<file path="src/rtl/reg_write_queue.sv">
// In-order write-back queue in front of the register file's single write port.
// Define BYPASS_EN to build the read-bypass comparators; otherwise byp_* outputs are tied to 0.
module reg_write_queue #(
  parameter int DEPTH = 4,
  parameter int AW    = 3,
  parameter int DW    = 16
) (
  input  logic                     clk,
  input  logic                     rst_n,
  input  logic                     in_valid,
  output logic                     in_ready,
  input  logic [AW-1:0]            in_addr,
  input  logic [DW-1:0]            in_data,
  input  logic                     port_busy,
  output logic                     rf_we,
  output logic [AW-1:0]            rf_a3,
  output logic [DW-1:0]            rf_wd,
  output logic [$clog2(DEPTH):0]   count,
  output logic                     empty,
  input  logic [AW-1:0]            q_a1,
  input  logic [AW-1:0]            q_a2,
  output logic                     byp_hit1,
  output logic                     byp_hit2,
  output logic [DW-1:0]            byp_data1,
  output logic [DW-1:0]            byp_data2
);

  localparam int PW = $clog2(DEPTH);
  localparam int CW = PW + 1;

  logic [AW-1:0]    addr_q [DEPTH];
  logic [AW-1:0]    addr_d [DEPTH];
  logic [DW-1:0]    data_q [DEPTH];
  logic [DW-1:0]    data_d [DEPTH];
  logic [DEPTH-1:0] valid_q, valid_d;
  logic [PW-1:0]    wr_ptr_q, wr_ptr_d;
  logic [PW-1:0]    rd_ptr_q, rd_ptr_d;
  logic [CW-1:0]    count_q, count_d;
  logic             push, pop;

  assign in_ready = (count_q != CW'(DEPTH));
  assign empty    = (count_q == '0);
  assign count    = count_q;
  assign rf_we    = !empty && !port_busy;
  assign rf_a3    = addr_q[rd_ptr_q];
  assign rf_wd    = data_q[rd_ptr_q];
  assign push     = in_valid && in_ready;
  assign pop      = rf_we;

  // Push only happens when not full and pop only when not empty, so the two
  // pointers never address the same slot in a cycle where both act.
  always_comb begin
    addr_d   = addr_q;
    data_d   = data_q;
    valid_d  = valid_q;
    wr_ptr_d = wr_ptr_q;
    rd_ptr_d = rd_ptr_q;
    count_d  = count_q;
    if (push) begin
      addr_d[wr_ptr_q]  = in_addr;
      data_d[wr_ptr_q]  = in_data;
      valid_d[wr_ptr_q] = 1'b1;
      wr_ptr_d          = wr_ptr_q + PW'(1);
    end
    if (pop) begin
      valid_d[rd_ptr_q] = 1'b0;
      rd_ptr_d          = rd_ptr_q + PW'(1);
    end
    if (push && !pop)      count_d = count_q + CW'(1);
    else if (!push && pop) count_d = count_q - CW'(1);
  end

  always_ff @(posedge clk or negedge rst_n) begin
    if (!rst_n) begin
      for (int i = 0; i < DEPTH; i++) begin
        addr_q[i] <= '0;
        data_q[i] <= '0;
      end
      valid_q  <= '0;
      wr_ptr_q <= '0;
      rd_ptr_q <= '0;
      count_q  <= '0;
    end else begin
      addr_q   <= addr_d;
      data_q   <= data_d;
      valid_q  <= valid_d;
      wr_ptr_q <= wr_ptr_d;
      rd_ptr_q <= rd_ptr_d;
      count_q  <= count_d;
    end
  end

`ifdef BYPASS_EN
  // Walk oldest to youngest from the head so a later match overrides an earlier one.
  always_comb begin
    logic [PW-1:0] idx;
    idx       = '0;
    byp_hit1  = 1'b0;
    byp_hit2  = 1'b0;
    byp_data1 = '0;
    byp_data2 = '0;
    for (int i = 0; i < DEPTH; i++) begin
      idx = rd_ptr_q + PW'(i);
      if (valid_q[idx] && (addr_q[idx] == q_a1)) begin
        byp_hit1  = 1'b1;
        byp_data1 = data_q[idx];
      end
      if (valid_q[idx] && (addr_q[idx] == q_a2)) begin
        byp_hit2  = 1'b1;
        byp_data2 = data_q[idx];
      end
    end
  end
`else
  logic unused_q_addr;
  assign unused_q_addr = ^{q_a1, q_a2};
  assign byp_hit1  = 1'b0;
  assign byp_hit2  = 1'b0;
  assign byp_data1 = '0;
  assign byp_data2 = '0;
`endif

endmodule
</file>
<file path="config.mk">
export PLATFORM = sky130hd
export DESIGN_NAME = reg_write_queue
export DESIGN_NICKNAME = d
export VERILOG_FILES = /design/src/rtl/reg_write_queue.sv
export SDC_FILE = /design/constraint.sdc
export NUM_CORES = 1
export LEC_CHECK = 0
export BUFFER_PORTS_ARGS = -buffer_cell sky130_fd_sc_hd__buf_2
export CORE_ASPECT_RATIO = 0.6
export CORE_MARGIN = 5
export CORE_UTILIZATION = 35
export CTS_CLUSTER_SIZE = 40
export DETAILED_ROUTE_END_ITERATION = 8
export GPL_ROUTABILITY_DRIVEN = 0
export PLACE_DENSITY_LB_ADDON = 0.05
export SETUP_SLACK_MARGIN = 0.05
export SYNTH_ARGS = -nofsm -noshare
export SYNTH_HDL_FRONTEND = slang
export SYNTH_SLANG_ARGS = --single-unit
</file>
<file path="constraint.sdc">
create_clock -name clk -period 2.65 [get_ports clk]
set_input_delay 0.1325 -clock clk [delete_from_list [all_inputs] [get_ports clk]]
set_output_delay 0.1325 -clock clk [all_outputs]
set_load 0.05 [all_outputs]
</file>
---- After elaboration in Yosys (flattened, before gate mapping) ----
Cells that the tools add are included.
storage, ports and cells
  register bits ........................... 83
  latch bits .............................. 0
  RAM bits ................................ 0
  ROM bits ................................ 0
  input bits .............................. 29
  output and inout bits ................... 59
  word-level logic and storage cells ...... 46
  memories kept ........................... 0
cells by class
  add/sub/neg operators ................... 4
  multiply operators ...................... 0
  divide/modulo/power cells ............... 0
  order comparisons ....................... 3
  equality and inequality tests ........... 1
  shift operators ......................... 0
  multiplexer cells ....................... 14
  bitwise gates (word level) .............. 2
  reductions and logical operators ........ 11
operators with widths
  operator                                             number
  bitwise mux 64 bit                                   1
  2-to-1 mux 16 bit                                    3
  binary-select mux 16 bit (select 2 bit)              1
  demux 16 bit (select 2 bit)                          1
  2-to-1 mux 3 bit                                     5
  bitwise mux 12 bit                                   1
  binary-select mux 3 bit (select 2 bit)               1
  demux 3 bit (select 2 bit)                           1
  >= comparator 3 bit (second input constant)          2
  NOT 2 -> 3 bit                                       2
  logical AND 1 bit                                    5
  adder 2 x 1 -> 2 bit (second input constant)         2
  zero test 1 bit                                      4
  adder 3 x 1 -> 3 bit (second input constant)         1
  zero test 3 bit                                      1
  < comparator 3 x 1 -> 1 bit (second input constant)  1
  inequality test 3 bit (second input constant)        1
  subtractor 3 x 1 -> 3 bit (second input constant)    1
  nonzero test 2 bit                                   1

---- Logic depth before layout (Yosys ltp) ----
Gate-level depths: netlist of run 1.
  word-level depth ........................ 6
  depth in mapped cells ................... 9
  mapped depth without buffers ............ 9

---- Worst setup path after synthesis of run 1 ----
OpenSTA, ideal clock, no wires.
  path type ............................... register -> register
  start ................................... register count_q[0] (netlist: count[0])
  end ..................................... register count_q[2] (netlist: count[2])
  setup time .............................. 0.082 ns
  arrival time ............................ 3.622 ns
  data required time ...................... 2.568 ns
  slack ................................... -1.054 ns
  stages on the path, launching flop included .. 10
  buffers on the path ..................... 0
  clock period less this slack ............ 3.704 ns
  path through ............................ dfrtp_1 > nor3_1 > nor2_1 > inv_1 > ha_1 > inv_1 > fa_1 > xor2_1 > nor2_1 > xor2_1
between the ends
  word-level cells in the longest chain between the ends .. 6
  elaborated cells on any way between the ends .. 14
  classes of those cells .................. add/sub (2); eq/ne (1); mux (2); reduce/logical (9)
RTL lines
  what                                                    RTL line  RTL
  start, declared                                         38        logic [CW-1:0] count_q, count_d;
  start signal, assigned                                  89        count_q <= count_d;
  zero test 3 bit *                                       42        assign empty = (count_q == '0);
  named net empty                                         19        output logic empty,
  zero test 1 bit *                                       44        assign rf_we = !empty && !port_busy;
  logical AND 1 bit *                                     44
  named net rf_we                                         15        output logic rf_we,
  zero test 1 bit                                         69        if (push && !pop) count_d = count_q + CW'(1);
  logical AND 1 bit                                       69
  2-to-1 mux 3 bit or nonzero test 2 bit (tied branches)  -
Mark *: on every way through the listed nets, which the timed path passes. The rest lies on a longest branch. The select of a mux whose other input is x is not followed.
A chain may end at the register's enable or synchronous reset.

---- Final worst setup path of run 1 ----
  start ................................... register count_q[0] (netlist: count[0])
  end ..................................... register count_q[1] (netlist: count[1])
between the ends
  elaborated cells on any way between the ends .. 14
  classes of those cells .................. add/sub (2); eq/ne (1); mux (2); reduce/logical (9)
RTL lines
  what                   RTL line  RTL
  inequality test 3 bit  41        assign in_ready = (count_q != CW'(DEPTH));
  logical AND 1 bit      47        assign push = in_valid && in_ready;
  named net push         39        logic push, pop;
  logical AND 1 bit      69
  2-to-1 mux 3 bit       69
  named net count_d[1]   38
The timed path passes the listed nets, and every way through them passes these cells. The select of a mux whose other input is x is not followed.

==> run_results.csv, run 1 <==
group,metric,value,unit
run_status,status,"complete, no violations",
timing,fin_crit_sh,84.7,%
flow_run,cap_violations,0,
route,drc,0,
hold_path,holdPathStages,2,
floorplan,core,11400,um^2
timing,tns,0,ns
yosys,synthArstFlopShare,100,%
floorplan,die_y,94.3,um
grt,antenna_found_initial,0,
hold_path,min_path_type,"primary input to register",
floorplan,io_pins,88,
timing,fmax,445,MHz
grt,grt_pass1_vias,2229,
route,drt_iter0_drc,86,
finish,layout-drive-gt1-share,53.8,%
route,routed_wl,8150,um
setup_path,cp_max_fo,7,
setup_path,start_kind,"register",
yosys,synth_area_per_cell,16.3,um^2
yosys,synth_edf_count,0,
setup_path,r2r_end,"count[1]",
yosys,ys_seq_area_share,50.1,%
floorplan,start_util,36.2,%
yosys,synth.distinct_cells,23,
clock_tree,cts_setup_buffers,0,
timing,rsz0062_at_grt,"false",
setup_path,r2r_slack,0.41,ns
clock_tree,cts_tree,"yes",
yosys,syn_area,4150,um^2
finish,final_cell_mix,"82 x dfrtp_1, 46 x buf_2, 40 x mux2_4",
setup_path,timing.rr.start,"count[0]",
yosys,synth.ff_latch_count,83,
floorplan,die-area,14200,um^2
setup_path,cp-end-kind,"register",
clock_tree,h-tree-depth,3,
yosys,synthCells,255,
clock_tree,clk_latency,0.33,ns
grt,grt_usage,12.2,%
finish,area_growth,13.7,%
clock_tree,cts.sinks,83,
place,port_buffers,47,
route,wl_per_cell,17.2,um
route,postRouteAntennaNets,0,
setup_path,arrival,2.46,ns
floorplan,rows,30,
timing,skew,0.00710,ns
finish,layout_commonest_cell,"dfrtp_1",
clock_tree,clk_pin_slew_worst_paths,0.06,ns
hold_path,worstHoldStart,"in_data[2]",
timing,relSlewSlack,56.8,%
grt,grt_pass1_wl,12900,um
timing,final_hold_viol_count,0,
place,dp_hpwl,5410,um
clock_tree,cts_made_buffers,9,
clock_tree,clock_path_buffers,2,
timing,setup_viol,0,
finish,final_area,4720,um^2
clock_tree,root_buffer,"clkbuf_16",
timing,period_minus_slack,2.24,ns
route,drt_pass1_iterations,5,
place,place_area,4400,um^2
floorplan,die_w,151,um
timing,tightest_slew,0.648,ns
setup_path,criticalPathCategory,"register to register",
timing,holdWs,0.0714,ns
grt,grt_max_degree,45,
timing,slew_viol_final,0,
setup_path,critical_path_required,2.87,ns
setup_path,reg2reg_depth,6,
finish,diodes,0,
route,via_per_inst,4.36,
grt,grt_overflow_total,0,
hold_path,min_to,"data_q[2]",
yosys,synthFlopType,"dfrtp_1",
finish,nets,344,
yosys,yosysWarnings,0,
route,vias,2065,
## worst max-delay path, stage by stage, from the launching register on
cell     delay, ns
dfrtp_1       0.47
or3b_1        0.48
and2_1        0.24
ha_1          0.21
inv_1         0.07
fa_1          0.40
mux2_2        0.27
## state kept, by name, indices dropped and copies added, names as in the netlist
register	cells
count	3
data_q	64
addr_q	12
wr_ptr_q	2
rd_ptr_q	2
## routing by layer
metal	vias up	track usage, %	routed length [um]
met5	-	0	0
met3	5	4.41	466
li1	946	-	-
met4	0	3.20	59
met2	50	17.6	3540
met1	1064	17.3	4080
## per-stage QoR
stage | instances | utilization (%) | setup WS [ns]
5_1_grt | 474 | 41.2 | 0.320
3_5_place_dp | 457 | 38.4 | 0.409
2_1_floorplan | 288 | - | 0.0958
6_report | 474 | 41.2 | 0.405
4_1_cts | 474 | 41.2 | 0.403
3_3_place_gp | 457 | 38.4 | 0.413
## repair_timing
item	CTS	global route
endpoints found under the hold margin	42	0
hold buffers	1	0
gates resized for setup	0	0
## cells by family (layout without fill, tap and decap cells)
kind of cell / Yosys count / after routing / synth area share (%)
xor+xnor: 6 / 6 / 1.27
compound gates: 1 / 1 / 0.121
mux: 96 / 96 / 34.8
other cells: 1 / 34 / 0.0904
simple gates: 11 / 11 / 1.57
flops: 83 / 83 / 50.1
buf+inv: 51 / 77 / 10.1
fa+ha+maj: 6 / 6 / 1.99
## cells in the mapped netlist (2+ instances only)
cell	count	share of area (%)
and3_1	4	0.60
buf_12	4	1.9
buf_2	3	0.36
buf_4	34	6.2
buf_6	4	1.1
clkbuf_1	2	0.18
dfrtp_1	83	50
ha_1	5	1.5
inv_1	4	0.36
mux2_2	37	10
mux2_4	40	14
mux4_2	19	10
nor2_1	2	0.18
xnor2_1	2	0.42
xor2_1	4	0.84
## how the worst max path moves through the flow
| stage | from | to | cells after the start |
|---|---|---|---|
| floorplan | count[2] | count[1] | 7 |
| detailed placement | count[0] | count[1] | 6 |
| CTS | count[1] | count[1] | 6 |
| finish | count[0] | count[1] | 6 |
| global route | count[1] | count[1] | 6 |
| global placement | count[1] | count[1] | 6 |
## area by class of cell
class / instances / area [um^2]
clock inverter: 5 / 78.8
multi-input combinational: 154 / 1800
inverter: 4 / 15.0
timing repair buffer: 57 / 315
tap: 160 / 200
clock buffer: 11 / 233
fill: 1062 / 6730
sequential: 83 / 2080
Power of run 1 is not shown: default switching activity piles up to over one toggle a cycle in this logic, so the estimate is an artifact.
==> run 2, diff against run 1 <==
==> constraint.sdc (replaced) <==
create_clock -name clk -period 2.1 [get_ports clk]
set_input_delay 0.105 -clock clk [delete_from_list [all_inputs] [get_ports clk]]
set_output_delay 0.105 -clock clk [all_outputs]
set_load 0.05 [all_outputs]
==> run_results.csv, run 2 (synthesis gave the netlist of run 1 again) <==
group,metric,value,unit
clock_tree,clock_path_buffers,2,
finish,nets,354,
flow_run,cap_violations,0,
route,via_per_inst,4.45,
grt,antenna_found_initial,1,
timing,period_minus_slack,1.97,ns
finish,final_cells,484,
clock_tree,cts_tree,"yes",
finish,diodes,0,
timing,relSlewSlack,62.6,%
grt,top_usage_layer,"met2",
finish,layout_commonest_cell,"dfrtp_1",
finish,utilization,42.2,%
grt,grt_usage,12.9,%
setup_path,reg2reg_depth,6,
clock_tree,h-tree-depth,3,
grt,grt_pass1_vias,2313,
place,dp_hpwl,5740,um
floorplan,start_util,36.2,%
setup_path,critical_path_required,2.32,ns
route,vias,2154,
grt,use_met3,5.23,%
setup_path,start_kind,"register",
clock_tree,clk_latency,0.34,ns
finish,layout-drive-gt1-share,58.0,%
hold_path,worstHoldStart,"in_data[1]",
floorplan,io_pins,88,
route,routed_wl,8550,um
clock_tree,cts_made_buffers,9,
grt,grt_max_degree,41,
timing,tns,0,ns
setup_path,arrival,2.20,ns
floorplan,die-area,14200,um^2
finish,max_flop_register,"data_q",
hold_path,min_path_type,"primary input to register",
grt,grt_pass1_wl,13600,um
place,port_buffers,47,
hold_path,min_to,"data_q[1]",
finish,final_area,4830,um^2
clock_tree,cts.sinks,83,
setup_path,timing.rr.start,"count[1]",
grt,grt_overflow_total,0,
route,wl_per_cell,17.7,um
timing,skew,0.00353,ns
timing,fmax,506,MHz
setup_path,cp_max_fo,3,
route,drt_pass1_iterations,4,
place,dp_cells,466,
timing,rsz0062_at_grt,"false",
grt,met2_usage,18.4,%
floorplan,die_w,151,um
timing,fin_crit_sh,94.0,%
setup_path,r2r_end,"count[1]",
clock_tree,clk_pin_slew_worst_paths,0.06,ns
route,drc,0,
finish,largest_reg_flops,64,
hold_path,holdPathStages,2,
finish,final_cell_mix,"80 x dfrtp_1, 46 x buf_2, 40 x mux2_4",
setup_path,criticalPathCategory,"register to register",
floorplan,die_y,94.3,um
route,drt_iter0_drc,78,
grt,use_met1,18.2,%
timing,final_hold_viol_count,0,
route,postRouteAntennaNets,0,
place,place_area,4500,um^2
setup_path,cp-end-kind,"register",
timing,setup_viol,0,
clock_tree,root_buffer,"clkbuf_16",
timing,tightest_slew,0.561,ns
setup_path,r2r_slack,0.13,ns
finish,area_growth,16.3,%
timing,slew_viol_final,0,
floorplan,rows,30,
run_status,status,"complete, no violations",
floorplan,core,11400,um^2
## run 2: metrics by stage
stage	hold WS (ns)	worst slack (ns)
floorplan	-0.191	-0.343
global placement	0.153	0.0778
detailed placement	0.141	0.0693
CTS	0.0328	0.0540
global route	0.0340	0.0688
finish	0.0496	0.125
## run 2: area by class of cell
| type | count | area (um^2) |
|---|---|---|
| flip-flops and latches | 83 | 2080 |
| multi-input cells | 154 | 1820 |
| clock inverters | 6 | 65.1 |
| fillers | 1069 | 6620 |
| well taps | 160 | 200 |
| inverters | 4 | 15.0 |
| clock buffers | 10 | 229 |
| repair buffers | 67 | 419 |
## run 2: worst max-delay path by stage
stage	slack (ns)	to	from	depth (start not counted)
detailed placement	0.07	count[1]	count[1]	6
floorplan	-0.34	count[2]	count[1]	9
CTS	0.05	count[1]	count[1]	6
global route	0.07	count[1]	count[1]	6
global placement	0.08	count[1]	count[1]	6
finish	0.13	count[1]	count[1]	6
## run 2: routing by layer
metal,up-vias,share of wire (%),wire length (um)
li1,970,-,-
met1,1110,49,4160
met2,61,43,3660
met3,11,7.2,614
met4,2,1.2,101
met5,-,0.15,13
## run 2: worst max-delay path: stages (launching register included)
cell and delay [ns]:
dfrtp_2 0.40, or3b_4 0.39, and2_4 0.19, ha_4 0.16
inv_2 0.05, fa_2 0.41, mux2_2 0.26
## run 2: what timing repair did
item,4_1_cts,5_1_grt
buffers inserted,0,1
setup endpoints to repair,0,3
hold buffers,1,0
gates resized for setup,0,5
hold endpoints to repair,37,0
Power of run 2 is left out for the same reason.
